**config.mk**
```make
export PLATFORM = sky130hd
export DESIGN_NAME = counter_scheduler
export DESIGN_NICKNAME = d
export VERILOG_FILES = /design/src/rtl/counter_scheduler.sv
export SDC_FILE = /design/constraint.sdc
export NUM_CORES = 1
export LEC_CHECK = 0
export ABC_AREA = 1
export CAP_MARGIN = 20
export CORE_MARGIN = 3
export CORE_UTILIZATION = 40
export CTS_CLUSTER_SIZE = 20
export DETAILED_ROUTE_END_ITERATION = 6
export PLACE_DENSITY_LB_ADDON = 0.2
export SLEW_MARGIN = 30
export SYNTH_ARGS = -nofsm -noshare
export SYNTH_HDL_FRONTEND = slang
export SYNTH_SLANG_ARGS = --single-unit
```
**constraint.sdc**
```tcl
create_clock -name clk_i -period 3.6 [get_ports clk_i]
set_input_delay 1.08 -clock clk_i [delete_from_list [all_inputs] [get_ports clk_i]]
set_output_delay 1.08 -clock clk_i [all_outputs]
set_load 0.01 [all_outputs]
```
**src/rtl/counter_scheduler.sv**
```systemverilog
// Round-robin scheduler sharing one dual event counter among NREQ requesters.
// Grants and clears are one-cycle operations; all outputs are registered.
module counter_scheduler #(
    parameter int NREQ     = 4,
    parameter int PRESCALE = 4,
    parameter int IDW      = 2,
    parameter int PW       = 4
) (
    input  logic            clk_i,
    input  logic            rst_i,
    input  logic [NREQ-1:0] req_i,
    input  logic [NREQ-1:0] req_slt_i,
    input  logic            clr_req_i,
    input  logic            hold_i,
    output logic            en_o,
    output logic            slt_o,
    output logic            cnt_clr_o,
    output logic [NREQ-1:0] ack_o,
    output logic            clr_ack_o,
    output logic [IDW-1:0]  grant_id_o,
    output logic            busy_o,
    output logic [PW-1:0]   slow_phase_o,
    output logic            tick1_o
);

    typedef enum logic [1:0] {
        S_IDLE  = 2'd0,
        S_ISSUE = 2'd1,
        S_CLEAR = 2'd2
    } state_t;

    state_t          state_q, state_d;
    logic [IDW-1:0]  ptr_q, ptr_d;
    logic [PW-1:0]   phase_q, phase_d;
    logic [IDW-1:0]  grant_q, grant_d;
    logic            en_q, en_d;
    logic            slt_q, slt_d;
    logic            clr_q, clr_d;
    logic [NREQ-1:0] ack_q, ack_d;
    logic            clr_ack_q, clr_ack_d;
    logic            busy_q, busy_d;
    logic            tick_q, tick_d;

    logic [IDW-1:0]  win;
    logic [IDW-1:0]  idx_v;
    logic            any_req;

    // Scan from the highest offset down so the lowest offset from ptr wins.
    always_comb begin
        win     = '0;
        idx_v   = '0;
        any_req = 1'b0;
        for (int k = NREQ - 1; k >= 0; k--) begin
            idx_v = IDW'((int'(ptr_q) + k) % NREQ);
            if (req_i[idx_v]) begin
                win     = idx_v;
                any_req = 1'b1;
            end
        end
    end

    always_comb begin
        state_d   = S_IDLE;
        ptr_d     = ptr_q;
        phase_d   = phase_q;
        grant_d   = grant_q;
        en_d      = 1'b0;
        slt_d     = 1'b0;
        clr_d     = 1'b0;
        ack_d     = '0;
        clr_ack_d = 1'b0;
        busy_d    = 1'b0;
        tick_d    = 1'b0;
        case (state_q)
            S_IDLE: begin
                if (!hold_i) begin
                    if (clr_req_i) begin
                        state_d   = S_CLEAR;
                        clr_d     = 1'b1;
                        clr_ack_d = 1'b1;
                        busy_d    = 1'b1;
                    end else if (any_req) begin
                        state_d    = S_ISSUE;
                        en_d       = 1'b1;
                        slt_d      = req_slt_i[win];
                        ack_d[win] = 1'b1;
                        grant_d    = win;
                        busy_d     = 1'b1;
                        tick_d     = req_slt_i[win] && (phase_q == PW'(PRESCALE - 1));
                    end
                end
            end
            S_ISSUE: begin
                // Pointer and prescaler mirror advance on the edge leaving ISSUE.
                ptr_d = IDW'((int'(grant_q) + 1) % NREQ);
                if (slt_q) begin
                    phase_d = (phase_q == PW'(PRESCALE - 1)) ? '0 : phase_q + PW'(1);
                end
            end
            S_CLEAR: begin
                phase_d = '0;
            end
            default: begin
                state_d = S_IDLE;
            end
        endcase
    end

    always_ff @(posedge clk_i or posedge rst_i) begin
        if (rst_i) begin
            state_q   <= S_IDLE;
            ptr_q     <= '0;
            phase_q   <= '0;
            grant_q   <= '0;
            en_q      <= 1'b0;
            slt_q     <= 1'b0;
            clr_q     <= 1'b0;
            ack_q     <= '0;
            clr_ack_q <= 1'b0;
            busy_q    <= 1'b0;
            tick_q    <= 1'b0;
        end else begin
            state_q   <= state_d;
            ptr_q     <= ptr_d;
            phase_q   <= phase_d;
            grant_q   <= grant_d;
            en_q      <= en_d;
            slt_q     <= slt_d;
            clr_q     <= clr_d;
            ack_q     <= ack_d;
            clr_ack_q <= clr_ack_d;
            busy_q    <= busy_d;
            tick_q    <= tick_d;
        end
    end

    assign en_o         = en_q;
    assign slt_o        = slt_q;
    assign cnt_clr_o    = clr_q;
    assign ack_o        = ack_q;
    assign clr_ack_o    = clr_ack_q;
    assign grant_id_o   = grant_q;
    assign busy_o       = busy_q;
    assign slow_phase_o = phase_q;
    assign tick1_o      = tick_q;

endmodule

```
==> summary.txt <==
Worst setup path
  • Largest fanout on the critical path: 5
  • Nature of the critical path startpoint: flip-flop
  • Crit path max-delay family: buffers and inverters
  • WP data required: 2.52 ns
  • CP bufs+invs: 1
  • Critical Path Slowest Stage Cell: clkdlybuf4s50_1
  • Endpoint type of the worst setup path: output pin
  • Crit-path cells: clkdlybuf4s50_1
  • CP max stage delay: 0.57 ns
  • Critical path type: reg2out
  • Crit path arrival time: 1.29 ns

Timing
  • Setup TNS: 0 ns
  • Fin. Hold Viols: 0
  • Clock Skews: 0.00769 ns
  • Setup ws final: 1.23 ns
  • Max-slew headroom: 56.9%
  • Worst-Margin Slew: 0.646 ns
  • Post-route clock period utilization: 65.9%
  • Final setup viols: 0
  • RSZ-0062 raised after global routing: no
  • Max Slew Vio Count: 0
  • Max Freq: 422 MHz
  • Minimum clock period: 2.37 ns
  • WHS: 0.553 ns

Route
  • Routed WL: 2160 um
  • Remaining routing DRC violations: 0
  • Initial drt markers: 24
  • Remaining antenna violation count: 0
  • WL per Instance: 11.6 um
  • Router iterations before antenna repair: 4
  • Via count: 908
  • Vias per Instance: 4.88

Floorplanning
  • I/O pins: 28
  • Area of the die: 3220 um^2
  • Width of the chip: 56.8 um
  • Core box area: 2320 um^2
  • Standard-cell rows: 17
  • Starting density of the core: 44.5%
  • Die height: 56.8 um

CTS
  • H-tree depth: 1
  • Clk slew on worst S/H paths: 0.11 ns
  • Post-CTS Setup Bufs: 0
  • Later-pin clock latency in the skew report: 0.29 ns
  • CTS Buf Count: 3
  • Hold-fix buffers at CTS: 0
  • Root Driver: clkbuf_4
  • Clock sink count: 17
  • CTS tree: yes
  • Resized cells post-CTS: 0
  • CTS max path bufs: 2

Cells and area
  • P&R area growth vs syn: 30.5%
  • Share of cells above drive strength 1: 20.9%
  • Diode count: 0
  • Post-layout nets: 172

Synthesis
  • Cells after Synth: 129
  • Netlist Area Pre-Place: 1030 um^2
  • Synthesized flop and latch total: 17
  • Unique masters post-synth: 23
  • Syn Area/Cell: 7.99 um^2
  • Main synth FF type: dfrtp_1
  • Number of flops mapped to enable cells by yosys: 0
  • Syn nets: 142
  • Register area share after synthesis: 41.3%
  • Synth top cells by count: nand2_1, inv_1, dfrtp_1
  • Most frequent cell after synthesis: nand2_1
  • Dominant cell type by area after synthesis: dfrtp_1
  • Synth area leaders: dfrtp_1, nand2_1, inv_1
  • Post-synth top area share: 41.3%
  • YS warnings: 0
  • Ys async rst share: 100%

GRT
  • Global-route wire length before repair: 3610 um
  • Vias in the first global route: 822
  • Pin count of the biggest net entering global routing: 18
  • Initial antenna violation count: 0
  • GRT Util Overall: 13.8%
  • Grt ovf: 0

Place
  • Setup WS pre-CTS: 0.937 ns
  • DP HPWL: 1730 um
  • RD Place Congestion: 0.817
  • Port bufs: 27

Outcome
  • Status: complete, no violations

Min path
  • HP Class: reg2reg

Pwr
  • Max VDD drop: 0.420 mV
  • PwrDens: 654 nW/um^2
  • Final Power: 0.880 mW
  • Leak: 0.673 nW

Flow run
  • Max-Cap Viols: 0
-- registers in the layout, indices dropped and copies added, names as in the netlist --
name and flops:
ptr_q 2, state_q 1, tick1_o 1, clr_ack_o 1, slow_phase_o 4, slt_o 1, grant_id_o 2, busy_o 1
ack_o 4
-- where the power goes --
group	internal [mW]	leakage, nW	total, mW	switching (mW)
registers	0.231	0.226	0.285	0.0541
logic	0.195	0.430	0.492	0.297
clock network	0.0413	0.0177	0.103	0.0616
-- per-stage QoR --
stage,cell area (um^2),instances,utilization (%)
2_1_floorplan,1030,129,-
4_1_cts,1350,186,58.0
6_report,1350,186,58.0
3_5_place_dp,1320,182,56.8
3_3_place_gp,1320,182,56.8
5_1_grt,1350,186,58.0
-- cells in the final DEF, fill, tap and decap left out --
cell	instances
clkdlybuf4s50_1	27
nand2_1	22
inv_1	20
dfrtp_1	17
nand3_1	11
nand2_2	11
nor2_1	10
nand2_4	6
o21ai_0	5
nand3_2	4
nor3_1	3
inv_2	3
nor2_2	3
clkbuf_4	3
a31oi_1	2
nand4_1	2
a21oi_1	2
o31ai_1	1
xnor2_1	1
a311oi_1	1
inv_6	1
o21ai_2	1
ha_1	1
clkinv_2	1
-- kinds of logic after synthesis --
kind of cell               Yosys count  synth area share, %
and+or+nand+nor                     72                 38.6
buffers and inverters               26                 11.0
DFF                                 17                 41.3
AOI/OAI and AO/OA                   12                 7.04
xor gates and xnor gates             1                0.850
adders and majority gates            1                 1.21
-- final cells by class --
class	count	area, um^2
inverters	24	95.1
multi-input cells	86	492
well taps	28	35.0
fillers	219	973
clock inverters	1	5.00
flip-flops and latches	17	425
clock buffers	3	22.5
repair buffers	27	270
-- layer usage --
| layer | up-vias | track usage (%) | wire, um |
|---|---|---|---|
| li1 | 464 | - | - |
| met1 | 422 | 19.8 | 1060 |
| met3 | 0 | 2.76 | 123 |
| met5 | - | 0 | 0 |
| met2 | 22 | 21.9 | 976 |
| met4 | 0 | 1.99 | 0 |
-- final timing paths --
path / cells after the start / slack (ns) / start / end
setup / recovery: 1 / 1.23 / clr_ack_o / clr_ack_o
hold / removal: 1 / 0.55 / slow_phase_o[2] / slow_phase_o[2]
setup reg to reg: 9 / 1.95 / ptr_q[0] / grant_id_o[1]
hold reg to reg: 1 / 0.55 / slow_phase_o[2] / slow_phase_o[2]
max in group asynchronous: 2 / 2.02 / rst_i / ptr_q[1]
min in group asynchronous: 2 / 1.16 / rst_i / tick1_o
Power figures use the tool's default switching activity.
